`config.mk`:
```
export PLATFORM = sky130hd
export DESIGN_NAME = seq_step_ctrl
export DESIGN_NICKNAME = d
export VERILOG_FILES = /design/src/rtl/seq_step_ctrl.sv
export SDC_FILE = /design/constraint.sdc
export NUM_CORES = 1
export LEC_CHECK = 0
export ABC_CLOCK_PERIOD_IN_PS = 2200
export BUFFER_PORTS_ARGS = -buffer_cell sky130_fd_sc_hd__buf_4
export CORE_MARGIN = 5
export CORE_UTILIZATION = 35
export CTS_CLUSTER_DIAMETER = 120
export DETAILED_ROUTE_END_ITERATION = 8
export SYNTH_ARGS = -nofsm -noshare
export SYNTH_HDL_FRONTEND = slang
export SYNTH_SLANG_ARGS = --single-unit
```
`constraint.sdc`:
```
create_clock -name clk -period 2.2 [get_ports clk]
set_input_delay 0.11 -clock clk [delete_from_list [all_inputs] [get_ports clk]]
set_output_delay 0.11 -clock clk [all_outputs]
set_load 0.01 [all_outputs]
```
`src/rtl/seq_step_ctrl.sv`:
```
// seq_step_ctrl: drives the one-bit advance input of a three-state Moore
// controller. It times dwell intervals in S1/S2, issues registered step pulses
// and supports single-shot or looping operation with a graceful stop.
module seq_step_ctrl #(
    parameter int unsigned CNT_W = 8
) (
    input  logic             clk,
    input  logic             clr,
    input  logic             start,
    input  logic             stop,
    input  logic             loop_en,
    input  logic [CNT_W-1:0] dwell1,
    input  logic [CNT_W-1:0] dwell2,
    output logic             step,
    output logic [1:0]       phase,
    output logic             busy,
    output logic             done,
    output logic [7:0]       cycles
);

    typedef enum logic [1:0] {
        StIdle  = 2'b00,
        StWait1 = 2'b01,
        StWait2 = 2'b10,
        StPass  = 2'b11
    } state_e;

    localparam logic [CNT_W-1:0] CntOne = CNT_W'(1);

    state_e           state_q, state_d;
    logic [CNT_W-1:0] cnt_q, cnt_d;
    logic             stop_pend_q, stop_pend_d;
    logic             step_q, step_d;
    logic             done_q, done_d;
    logic [7:0]       cycles_q, cycles_d;

    // Next-state, dwell counting and pulse generation.
    always_comb begin
        state_d     = state_q;
        cnt_d       = cnt_q;
        // A stop seen while busy is remembered until the sequence finishes.
        stop_pend_d = stop_pend_q | (stop & (state_q != StIdle));
        step_d      = 1'b0;
        done_d      = 1'b0;
        cycles_d    = cycles_q;

        case (state_q)
            StIdle: begin
                // stop wins over a simultaneous start
                if (start && !stop) begin
                    state_d     = StWait1;
                    cnt_d       = dwell1;
                    cycles_d    = 8'd0;
                    stop_pend_d = 1'b0;
                end
            end
            StWait1: begin
                if (cnt_q != '0) begin
                    cnt_d = cnt_q - CntOne;
                end else begin
                    state_d = StWait2;
                    cnt_d   = dwell2;
                    step_d  = 1'b1;
                end
            end
            StWait2: begin
                if (cnt_q != '0) begin
                    cnt_d = cnt_q - CntOne;
                end else begin
                    state_d  = StPass;
                    step_d   = 1'b1;
                    cycles_d = (cycles_q == 8'hFF) ? cycles_q : cycles_q + 8'd1;
                end
            end
            StPass: begin
                if (loop_en && !stop_pend_q && !stop) begin
                    state_d = StWait1;
                    cnt_d   = dwell1;
                end else begin
                    state_d = StIdle;
                    done_d  = 1'b1;
                end
            end
            default: begin
                state_d = StIdle;
            end
        endcase
    end

    // State and output registers with synchronous clear.
    always_ff @(posedge clk) begin
        if (clr) begin
            state_q     <= StIdle;
            cnt_q       <= '0;
            stop_pend_q <= 1'b0;
            step_q      <= 1'b0;
            done_q      <= 1'b0;
            cycles_q    <= 8'd0;
        end else begin
            state_q     <= state_d;
            cnt_q       <= cnt_d;
            stop_pend_q <= stop_pend_d;
            step_q      <= step_d;
            done_q      <= done_d;
            cycles_q    <= cycles_d;
        end
    end

    // phase mirrors the controlled FSM's output one cycle ahead; busy is any non-idle state.
    always_comb begin
        case (state_q)
            StWait1: phase = 2'b10;
            StWait2: phase = 2'b11;
            default: phase = 2'b01;
        endcase
        busy = (state_q != StIdle);
    end

    assign step   = step_q;
    assign done   = done_q;
    assign cycles = cycles_q;

endmodule
```
==> metrics.txt <==
status=finished, final reports clean; CTS H-tree lvls=1; setup_tns=0 ns; CTS Sinks=21; minimum clock period=~1.9 ns; Met2 Routed Length=approximately 1900 µm; Worst Path Class, Setup=register to register; Async SR Flop Fraction=0%; Final ANT Viol Nets=0; Switching Share=47.37%; Nets=between 200 and 300; worst reg2reg setup slack=0.25 ns; CTS clock-pin slew for the worst setup and hold paths=0.08 ns; routed vias=1583; root buffer cell=clkbuf_8; Syn. warnings=0; Antenna diodes=0; RSZ-0062 raised after global routing=false; top layer in use=met4; HP Class=input pin to register; met3 WL post-DR=a little over 200 µm; PD cells=between 1000 and 1500 nW/µm²; register bit total from synthesis=21; total CTS buffers=3; die area=5799 µm²; largest fanout on the critical path=7; top-count cell post-synth=dfxtp_1; syn nets=211; dpl cells=about 270; startpoint types=register; Die Wd=between 70 and 80 µm; CTS Hold Bufs=0; post-synth top area cell=dfxtp_1; Placer Congestion=a little over 0.9; CTS tree=done; Sw Pwr=~1.2 mW; Port Buffers=33; gr usage total=between 10 and 15%; insertion delay to the later sink of the worst-skew pair=approximately 0.26 ns; Initial Util=between 30% and 40%; utilization of the core after routing=about 45%; Post-synth EDFFs=0; FP Rows=24; Non-Filler Instances=275; DRT Wirelength=4258 µm; gr ovfl total=0; sequential element share of the synthesized area=27.45%; initial antenna violation count=0; Comb pwr share=about two thirds; routed wire length per instance=~15 µm; Final HPWL DP=3277 µm; fmax=513.9 MHz; clock skew=about 0.0027 ns; max_slew headroom=approximately 53%; Slew @ Worst Pin=around 0.68 ns; share of the synthesized area in the top cell type=27.45%; library cells used by synthesis=54; crit share post-route=approximately nine tenths; WP data arrival=~2.1 ns; P_leak=approximately 0.76 nW; setup violators final=0; PostCTS Resize Cnt=0; max cap viols=0; Pint=between 1 and 1.5 mW; syn avg cell area=roughly 8.4 µm²; Hold Slack=between 0.1 and 0.15 ns; vias in the first global route=1455; DRC Markers=0; Via density=around 5.8; Area growth, synth to finish=26.39%; top cells by count, synth=dfxtp_1, inv_1, nand2_1; cells after synthesis=183; Die Ht=76.15 µm; Cell Area, Synth=1531 µm²; Fillers=440; share of layout cells above drive strength 1=25.11%; Final Max Tran Viols=0; final hold vios=0; largest net degree at the start of global routing=22; Crit. End Element=register; Post-CTS Setup Repair Bufs=0; Max Root-Sink Buffers=2; Clk pwr share=9.9%; peak supply drop=between 600 and 700 µV; critical path's slowest cell=a2111oi_0; sequential share of power=a little under a quarter; I/O pin count=34; met1 WL=around 2100 µm; DR pass1 iterations=4; Placeable Area=about 4300 µm²; largest stage delay on the critical path=around 0.42 ns; Top FF cell, synth=dfxtp_1; global-route wire length before repair=7107 µm; Area contributors post-synth=dfxtp_1, ha_1, mux2i_1; cell breakdown of the critical path=inv_1, ha_1, nor3b_2, buf_4, and3_1, a2111oi_0, a211oi_1; DRT iter0 DRCs=142; WP data required=approximately 2.3 ns
state kept, by name (all words and copies together) (netlist names):
signal / cells
cycles: 8
done: 1
stop_pend_q: 1
step: 1
state_q: 2
cnt_q: 8
placed cells by master (no fill, tap or decap), drive strengths merged, types with 6 or more instances in the layout:
cell type	count
buf	44
dfxtp	21
inv	14
nand2	12
nor2	10
a21oi	10
mux2i	8
or3	7
ha	7
nor3	6
o21ai	6
nand3	6
a211oi	6
final cells by class:
cell class / count / area [µm²] / area share, %
timing repair buffer: 44 / 330.3 / 17.07
multi-input combinational: 139 / 1017 / 52.55
sequential: 21 / 420.4 / 21.72
inverter: 15 / 56.30 / 2.909
clock buffer: 3 / 41.29 / 2.133
tap: 52 / 65.06 / 3.361
clock inverter: 1 / 5.005 / 0.2586
layer usage:
metal  vias to the layer above  global-route usage, %
met5                         -                      0
li1                        802                      -
met4                         0                  4.371
met1                       742                  21.79
met2                        37                  20.89
met3                         2                  1.891
worst max-delay path: cells and delay by family (launching register included):
kind                       cells  cell delay (ns)
and+or+nand+nor                2             0.40
DFF                            1             0.41
buffers and inverters          2             0.26
adders and majority gates      1             0.22
AOI/OAI and AO/OA              2             0.55
power groups by stage:
stage          Clock [mW]  Combinational [mW]  Sequential (mW)
4_1_cts             0.272                1.75            0.614
5_1_grt             0.280                1.93            0.635
2_1_floorplan           0                1.21            0.597
6_report            0.261                1.76            0.617
3_3_place_gp            0                1.75            0.626
3_5_place_dp            0                1.74            0.623
metrics by stage:
| stage | total power [mW] | worst slack [ns] | instance area (µm²) |
|---|---|---|---|
| 3_5_place_dp | 2.366 | 0.2801 | 1889 |
| 4_1_cts | 2.635 | 0.2510 | 1936 |
| 6_report | 2.635 | 0.2543 | 1936 |
| 3_3_place_gp | 2.379 | 0.3053 | 1889 |
| 2_1_floorplan | 1.807 | 0.4080 | 1531 |
| 5_1_grt | 2.847 | 0.02254 | 1936 |
final timing paths:
path,start,to,cells past startpoint
worst min-delay path,dwell2[3],cnt_q[3],3
worst max-delay path,cnt_q[0],cnt_q[5],7
worst max register to register,cnt_q[0],cnt_q[5],7
worst min register to register,cycles[6],cycles[6],2
logic make-up after synthesis:
kind of cell | Yosys count | share of synthesized area [%]
AO/OA/AOI/OAI | 60 | 30.64
XOR/XNOR | 1 | 0.5720
adder cells (fa/ha/maj) | 7 | 5.719
buffers and inverters | 23 | 6.127
flip-flops | 21 | 27.45
multiplexers | 8 | 5.229
AND/OR/NAND/NOR | 63 | 24.27
Power figures use the tool's default switching activity.
